[src/rtl/aes_pkg.sv]
// rtl/aes_pkg.sv - shared types and constants for the AES-128 round sequencer
package aes_pkg;

  localparam int AES_BLK_W       = 128;
  localparam int AES_ROUND_W     = 4;
  localparam int AES_CORE_LAT    = 20;
  localparam int AES_NUM_ROUNDS  = 10;
  localparam int AES_WDOG_CYCLES = 32;

  typedef enum logic [1:0] {
    ST_IDLE  = 2'd0,
    ST_ISSUE = 2'd1,
    ST_WAIT  = 2'd2,
    ST_OUT   = 2'd3
  } aes_state_e;

endpackage

[src/rtl/aes_round_ctrl.sv]
// rtl/aes_round_ctrl.sv - AES-128 round sequencer in front of the round core
// Optional completed-block counter: define AES_ROUND_CTRL_BLKCNT_EN.
module aes_round_ctrl
  import aes_pkg::*;
#(
  parameter int NUM_ROUNDS  = AES_NUM_ROUNDS,
  parameter int WDOG_CYCLES = AES_WDOG_CYCLES
) (
  input  logic                   clock,
  input  logic                   reset,
  input  logic                   in_valid,
  output logic                   in_ready,
  input  logic [AES_BLK_W-1:0]   in_text,
  input  logic [AES_BLK_W-1:0]   in_key,
  output logic                   out_valid,
  input  logic                   out_ready,
  output logic [AES_BLK_W-1:0]   out_text,
  output logic                   core_enable,
  output logic [AES_ROUND_W-1:0] core_round,
  output logic [AES_BLK_W-1:0]   core_text,
  output logic [AES_BLK_W-1:0]   core_key,
  input  logic [AES_BLK_W-1:0]   core_o_text,
  input  logic [AES_BLK_W-1:0]   core_rkey,
  input  logic                   core_done,
  output logic                   busy,
  output logic                   wdog_err,
  output logic [31:0]            blk_cnt
);

  localparam int WDOG_W = $clog2(WDOG_CYCLES) + 1;
  localparam logic [AES_ROUND_W-1:0] LAST_ROUND = AES_ROUND_W'(NUM_ROUNDS - 1);
  // Abort decision is taken one cycle early so the registered pulse lands
  // exactly WDOG_CYCLES cycles after the ISSUE cycle.
  localparam logic [WDOG_W-1:0] WDOG_LAST = WDOG_W'(WDOG_CYCLES - 2);

  aes_state_e             state_q;
  logic [AES_ROUND_W-1:0] round_q;
  logic [AES_BLK_W-1:0]   text_q;
  logic [AES_BLK_W-1:0]   key_q;
  logic [AES_BLK_W-1:0]   out_text_q;
  logic                   out_valid_q;
  logic                   wdog_err_q;
  logic [WDOG_W-1:0]      wdog_q;

  always_ff @(posedge clock or posedge reset) begin
    if (reset) begin
      state_q     <= ST_IDLE;
      round_q     <= '0;
      text_q      <= '0;
      key_q       <= '0;
      out_text_q  <= '0;
      out_valid_q <= 1'b0;
      wdog_err_q  <= 1'b0;
      wdog_q      <= '0;
    end else begin
      wdog_err_q <= 1'b0;
      case (state_q)
        ST_IDLE: begin
          if (in_valid) begin
            text_q  <= in_text ^ in_key;
            key_q   <= in_key;
            round_q <= '0;
            state_q <= ST_ISSUE;
          end
        end
        ST_ISSUE: begin
          wdog_q  <= '0;
          state_q <= ST_WAIT;
        end
        ST_WAIT: begin
          if (core_done) begin
            if (round_q == LAST_ROUND) begin
              out_text_q  <= core_o_text;
              out_valid_q <= 1'b1;
              state_q     <= ST_OUT;
            end else begin
              text_q  <= core_o_text;
              key_q   <= core_rkey;
              round_q <= round_q + 1'b1;
              state_q <= ST_ISSUE;
            end
          end else if (wdog_q == WDOG_LAST) begin
            wdog_err_q <= 1'b1;
            state_q    <= ST_IDLE;
          end else begin
            wdog_q <= wdog_q + 1'b1;
          end
        end
        ST_OUT: begin
          if (out_valid_q && out_ready) begin
            out_valid_q <= 1'b0;
            state_q     <= ST_IDLE;
          end
        end
        default: state_q <= ST_IDLE;
      endcase
    end
  end

  // Core inputs come straight from registers so they stay put for the whole round.
  assign core_text   = text_q;
  assign core_key    = key_q;
  assign core_round  = round_q;
  assign core_enable = (state_q == ST_ISSUE);

  assign in_ready  = (state_q == ST_IDLE);
  assign busy      = (state_q != ST_IDLE);
  assign out_valid = out_valid_q;
  assign out_text  = out_text_q;
  assign wdog_err  = wdog_err_q;

`ifdef AES_ROUND_CTRL_BLKCNT_EN
  logic [31:0] blk_cnt_q;
  logic [31:0] blk_cnt_d;

  assign blk_cnt_d = blk_cnt_q + 32'd1;

  always_ff @(posedge clock or posedge reset) begin
    if (reset) begin
      blk_cnt_q <= '0;
    end else if (out_valid_q && out_ready) begin
      blk_cnt_q <= blk_cnt_d;
    end
  end

  assign blk_cnt = blk_cnt_q;
`else
  assign blk_cnt = '0;
`endif

endmodule

[config.mk]
export PLATFORM = sky130hd
export DESIGN_NAME = aes_round_ctrl
export DESIGN_NICKNAME = d
export VERILOG_FILES = /design/src/rtl/aes_pkg.sv /design/src/rtl/aes_round_ctrl.sv
export SDC_FILE = /design/constraint.sdc
export NUM_CORES = 1
export LEC_CHECK = 0
export BUFFER_PORTS_ARGS = -buffer_cell sky130_fd_sc_hd__buf_2
export CORE_AREA = 2 2 371 373
export CTS_CLUSTER_SIZE = 10
export DETAILED_ROUTE_END_ITERATION = 10
export DIE_AREA = 0 0 373 375
export HOLD_SLACK_MARGIN = 0.15
export PLACE_DENSITY = 0.4
export SLEW_MARGIN = 15
export SYNTH_ARGS = -nofsm -noshare
export SYNTH_HDL_FRONTEND = slang
export SYNTH_SLANG_ARGS = --single-unit
[constraint.sdc]
create_clock -name clock -period 18.7 [get_ports clock]
set_input_delay 4.675 -clock clock [delete_from_list [all_inputs] [get_ports clock]]
set_output_delay 4.675 -clock clock [all_outputs]
set_load 0.01 [all_outputs]
==> results of run 1 <==
==> sequential cells by signal (all words and copies together), names as in the netlist <==
signal      cells
wdog_err        1
core_text     128
out_text      128
core_key      128
core_round      4
out_valid       1
wdog_q          6
state_q         2
==> cells in the final DEF (no fill, tap or decap), types with 3 or more instances in the layout <==
| cell | instances |
|---|---|
| buf_2 | 909 |
| dfrtp_1 | 398 |
| nand2_1 | 267 |
| o21ai_1 | 219 |
| nor2_1 | 134 |
| a21oi_1 | 130 |
| xnor2_1 | 128 |
| mux2_2 | 128 |
| mux2i_1 | 128 |
| clkbuf_16 | 53 |
| o21ai_0 | 41 |
| conb_1 | 32 |
| clkbuf_8 | 15 |
| buf_4 | 15 |
| clkbuf_1 | 14 |
| inv_1 | 9 |
| ha_1 | 8 |
| nor3_1 | 5 |
| a31oi_1 | 5 |
| diode_2 | 4 |
| clkinv_2 | 4 |
| a21boi_0 | 3 |
| nor2b_1 | 3 |
==> final cells by class <==
cell class | count | area share
clock buffers | 82 | 0.0599
repair buffers | 926 | 0.178
flip-flops and latches | 398 | 0.376
well taps | 1794 | 0.0848
inverters | 10 | 0.00170
clock inverters | 9 | 0.00340
diodes | 4 | 0.000378
multi-input cells | 1256 | 0.296
==> Yosys cell counts <==
cell type	number
a211o_1	2
a21boi_0	3
a21o_1	1
a21oi_1	130
a221o_1	1
a22o_1	1
a31oi_1	5
a41oi_1	1
and3_1	1
and3b_1	1
and4b_1	1
buf_1	3
buf_2	12
buf_4	32
buf_6	27
clkbuf_1	73
clkbuf_2	2
conb_1	1
dfrtp_1	398
ha_1	9
inv_1	10
mux2_2	128
mux2i_1	129
nand2_1	268
nand2b_1	2
nand3_1	1
nand3b_1	1
nor2_1	134
nor2b_1	3
nor3_1	5
nor4_1	1
o21ai_0	41
o21ai_1	219
o22ai_1	2
o2bb2ai_1	1
o31a_1	1
o31ai_1	1
o32a_1	1
o41ai_1	1
or4_1	1
xnor2_1	128
==> cell families (layout without fill, tap and decap cells) <==
kind of cell / Yosys count / in the layout / synth area share
simple gates: 419 / 419 / 0.0869
fa+ha+maj: 9 / 9 / 0.00606
other cells: 1 / 36 / 0.000202
flops: 398 / 398 / 0.536
buf+inv: 159 / 1027 / 0.0504
xor+xnor: 128 / 128 / 0.0603
mux: 257 / 257 / 0.147
compound gates: 411 / 411 / 0.114
==> power by group <==
part	internal, W	leakage, nW	switching (W)
Combinational	0.000748	7.23	0.00126
Clock	0.000578	0.816	0.000415
Sequential	0.00126	5.11	0.000193
Total	0.00258	13.2	0.00187
==> critical path, stage by stage <==
cell and delay [ns]:
buf_2 0.16, nor2b_1 0.25, or4_4 0.69, buf_4 0.66, buf_4 0.71, buf_4 0.67
o21ai_0 0.18
==> final timing paths <==
path / start / to / cells past startpoint
setup / recovery: core_done / core_text[107] / 7
hold / removal: core_text[119] / core_text[119] / 2
setup reg to reg: state_q[0] / core_text[107] / 8
hold reg to reg: core_text[119] / core_text[119] / 2
max in group asynchronous: reset / core_text[8] / 4
min in group asynchronous: reset / out_text[67] / 2
==> metrics by stage <==
step           instances   util  power (W)  area [sq um]  hold WS, ns
3_3_place_gp        4384  0.182    0.00350         24800        0.459
2_1_floorplan       1813      -    0.00275         18700        0.447
4_1_cts             4475  0.194    0.00455         26500        0.478
5_1_grt             4478  0.194    0.00482         26500        0.496
3_5_place_dp        4384  0.182    0.00352         24800        0.465
6_report            4479  0.194    0.00445         26500        0.472
==> metal layers <==
metal	vias up	part of all wire	track usage
li1	7694	-	-
met2	541	0.48	0.179
met5	-	0.0013	0.00515
met1	7594	0.43	0.135
met4	4	0.028	0.0370
met3	95	0.064	0.0280
==> impl_metrics.yaml, run 1 <==
synth:
  seq_area_frac_synth: 0.536
  yosys.area.top_type: "dfrtp_1"
  synth.area.top_cells: "dfrtp_1 54%, mux2_2 7.8%, mux2i_1 6.9%"
  synth-seq-cells: 398
  syn_area_sq_um: 18600
  netlist.area_leader.share: 0.536
  avgSynthCellArea_sq_um: 10.4
  syn_inst: 1782
  yosysUniqueCellTypes: 41
  yosysWarnings: 0
cts:
  postCtsHoldBufs: 0
  cts_tree: "yes"
  cts_setup_buffers: 0
  cts_max_path_buffers: 3
  clk-insertion-delay-late_ns: 0.63
  cts.clk_slew.worst_paths_ns: 0.06
  cts_resized: 0
  root_buffer: "clkbuf_16"
  clkSinkCount: 398
  h-tree-depth: 2
  numCtsBuffers: 52
global_route:
  grt_usage: 0.108
  grt_antenna_before_repair: 10
  grt_max_degree: 157
  grt_pass1_wl_microns: 112000
  grt_pass1_vias: 16200
  grt_overflow_total: 0
sta:
  tightest_slew_ns: 0.981
  final.setup.tns_ns: 0
  fin_crit_ns: 7.73
  max_freq_mhz: 129
  setup_viol: 0
  skew_ns: 0.0225
  hold_violations: 0
  maxSlewHeadroom: 0.346
  drv_slew: 0
  fin_ws_ns: 10.97
  rsz0062_at_grt: "false"
  fin_crit_sh: 0.413
worst_setup_path:
  worst_setup_path_start_kind: "input pin"
  path_class: "in2reg"
  worstPathMaxFanout: 87
  cp.arrival_ns: 8.22
  rrSetupSlack_ns: 13.68
  endpoint_kind: "register"
  critPathRequiredTime_ns: 19.19
layout:
  area_growth_pct: 42.4
  multi_input_area_sq_um: 7850
  layout-drive-gt1-share: 0.424
  nNetsFinal: 3170
  fillers: 15300
  ff_latch_area_sq_um: 9960
job:
  max-cap-violations: 0
detailed_routing:
  vias: 15900
  vias_per_cell: 3.56
  postRouteAntennaNets: 0
  wl_microns: 78200
  route.detailed.drc: 0
  wire_per_inst_microns: 17.4
  drtIter0Drc: 804
  drt-pass1-iter-count: 5
placed_design:
  place.port_buffers: 909
  gp_congestion: 0.879
  place_worst_setup_slack_ns: 10.28
  post-dp-hpwl_microns: 61200
run_status:
  status: "completed"
die:
  die-area_sq_um: 140000
  initial_core_util: 0.136
  fp.coreArea_sq_um: 136000
  die_y_microns: 375
  die_x_microns: 373
  pin_count: 942
  core.rowCount: 136
pwr:
  power_density_nw_per_um2: 168
  power_leakage_nw: 13.2
  ir_worst_vdd_v: 0.000125
hold_path:
  min_path_type: "reg2reg"
(Power assumes the default switching activity.)
==> inputs of run 2 (changes only) <==
- CORE_AREA: 2 2 371 373 -> 2 2 362 364
- DIE_AREA: 0 0 373 375 -> 0 0 364 366
- PLACE_DENSITY: 0.4 -> 0.42
- clock period: 18.7 -> 6.3 ns (I/O delays scaled with it)
==> run 2 against run 1 <==
Clock-buffer cell count down 4. First-iteration DRC count up 0.50%. Clock skew fell by 0.0044 ns. Critical endpoint is now core_text[71]. Global-route usage up 1.0 points. Die area shrank 4.8%. Clock power grew to 3.0 times the previous value.
==> impl_metrics.yaml, run 2 (synthesized netlist as in run 1, its figures left out) <==
run_status:
  status: "completed"
global_route:
  grt_max_degree: 163
  grt_pass1_wl_microns: 115000
  grt_overflow_total: 0
  grt_pass1_vias: 16600
  grt_antenna_before_repair: 11
  grt_usage: 0.118
worst_setup_path:
  worst_path_largest_cell_delay_ns: 0.75
  rrSetupSlack_ns: 2.83
  endpoint_kind: "register"
  path_class: "reg2reg"
  cp_top_family: "buffers and inverters"
  cp_slowest_cell: "buf_4"
  worst_setup_path_start_kind: "register"
  critPathBufInv: 3
  r2r-end: "core_text[71]"
  worstPathMaxFanout: 123
  ff2ff_path_depth: 7
  r2r-start: "state_q[0]"
  cp.arrival_ns: 3.94
  crit_path_cell_trace: "inv_1 > ha_4 > buf_4 > buf_12 > nor2_1 > a21oi_1 > o21ai_1"
  critPathRequiredTime_ns: 6.76
sta:
  max_freq_mhz: 288
  tightest_slew_ns: 1.02
  fin_crit_sh: 0.552
  hold_slack_ns: 0.472
  maxSlewHeadroom: 0.319
  hold_violations: 0
  final.setup.tns_ns: 0
  setup_viol: 0
  drv_slew: 0
  fin_crit_ns: 3.47
  rsz0062_at_grt: "false"
  skew_ns: 0.0181
cts:
  cts_max_path_buffers: 3
  postCtsHoldBufs: 0
  cts_resized: 0
  cts_setup_buffers: 0
  cts_tree: "yes"
  numCtsBuffers: 52
  cts.clk_slew.worst_paths_ns: 0.06
  clkSinkCount: 398
  clk-insertion-delay-late_ns: 0.61
  h-tree-depth: 2
  root_buffer: "clkbuf_16"
detailed_routing:
  drt-pass1-iter-count: 5
  vias: 16100
  drtIter0Drc: 808
  route.detailed.drc: 0
  postRouteAntennaNets: 0
  wire_per_inst_microns: 18.3
  vias_per_cell: 3.62
  wl_microns: 81400
layout:
  layout_commonest_cell: "buf_2"
  final_core_util: 0.206
  design_area_sq_um: 26500
  nNetsFinal: 3179
  layout-drive-gt1-share: 0.423
  area_growth_pct: 42.6
  final_cell_mix: "909 x buf_2, 398 x dfrtp_1, 267 x nand2_1, 219 x o21ai_1, 134 x nor2_1"
hold_path:
  min_path_type: "reg2reg"
  min_delay_worst_endpoint: "core_text[108]"
  hold_depth: 2
  hold_path_startpoint: "core_text[108]"
die:
  die_x_microns: 364
  core.rowCount: 132
  die-area_sq_um: 133000
  fp.coreArea_sq_um: 129000
  die_y_microns: 366
  initial_core_util: 0.144
  pin_count: 942
pwr:
  power_density_nw_per_um2: 504
  p_int_w: 0.00777
  switching_share: 0.419
  ir_worst_vdd_v: 0.000281
  power_frac_comb: 0.458
  power_leakage_nw: 13.2
  p_seq_frac: 0.322
  switching_power_w: 0.00560
  clock_power_share: 0.220
placed_design:
  gp_congestion: 0.918
  placed_area_sq_um: 24900
  place.port_buffers: 909
  post-dp-hpwl_microns: 63600
job:
  max-cap-violations: 0
## run 2: cell count changes in the layout (fill, tap and decap cells not counted), sizes merged
cell	previous run	this run
bufinv	0	4
clkbuf	82	78
diode	4	6
buf	926	935
clkinv	7	4
clkinvlp	2	4
## run 2: metal layers
layer	global-route usage	vias to the layer above	routed length, microns
li1	-	7743	-
met1	0.136	7629	32400
met2	0.201	580	39400
met3	0.0406	112	7020
met4	0.0405	8	2390
met5	0.00944	-	218
## run 2: through the flow
step,worst slack (ns),instances,power (W)
floorplan,-0.633,1813,0.00817
global placement,2.40,4341,0.0106
detailed placement,2.37,4341,0.0106
CTS,2.83,4431,0.0137
global route,2.59,4435,0.0145
finish,2.83,4437,0.0134
## run 2: cell type report
type / instances / area [sq um]
Timing Repair Buffer: 935 / 4840
Fill cell: 14400 / 102000
Sequential cell: 398 / 9960
Clock inverter: 12 / 183
Antenna cell: 6 / 15.0
Clock buffer: 78 / 1460
Tap cell: 1742 / 2180
Inverter: 10 / 41.3
Multi-Input combinational cell: 1256 / 7840
## run 2: power groups by stage
stage	Combinational (W)	Sequential (W)	Clock, W
6_report	0.00612	0.00430	0.00295
5_1_grt	0.00682	0.00446	0.00319
4_1_cts	0.00629	0.00431	0.00310
3_5_place_dp	0.00630	0.00433	0
3_3_place_gp	0.00624	0.00432	0
2_1_floorplan	0.00333	0.00483	0
## run 2: worst max path at each step
stage | start | to | slack, ns | cells past startpoint
finish | state_q[0] | core_text[71] | 2.83 | 7
global route | state_q[0] | core_key[83] | 2.59 | 7
CTS | state_q[0] | core_text[88] | 2.83 | 6
detailed placement | core_done | core_text[88] | 2.37 | 5
global placement | core_done | core_text[86] | 2.40 | 5
floorplan | reset | core_key[0] | -0.63 | 1
## run 2: tightest hold or removal path: stages, from the launching register on
cell and delay, ns:
dfrtp_1 0.33, nand2_1 0.05, o21ai_0 0.06
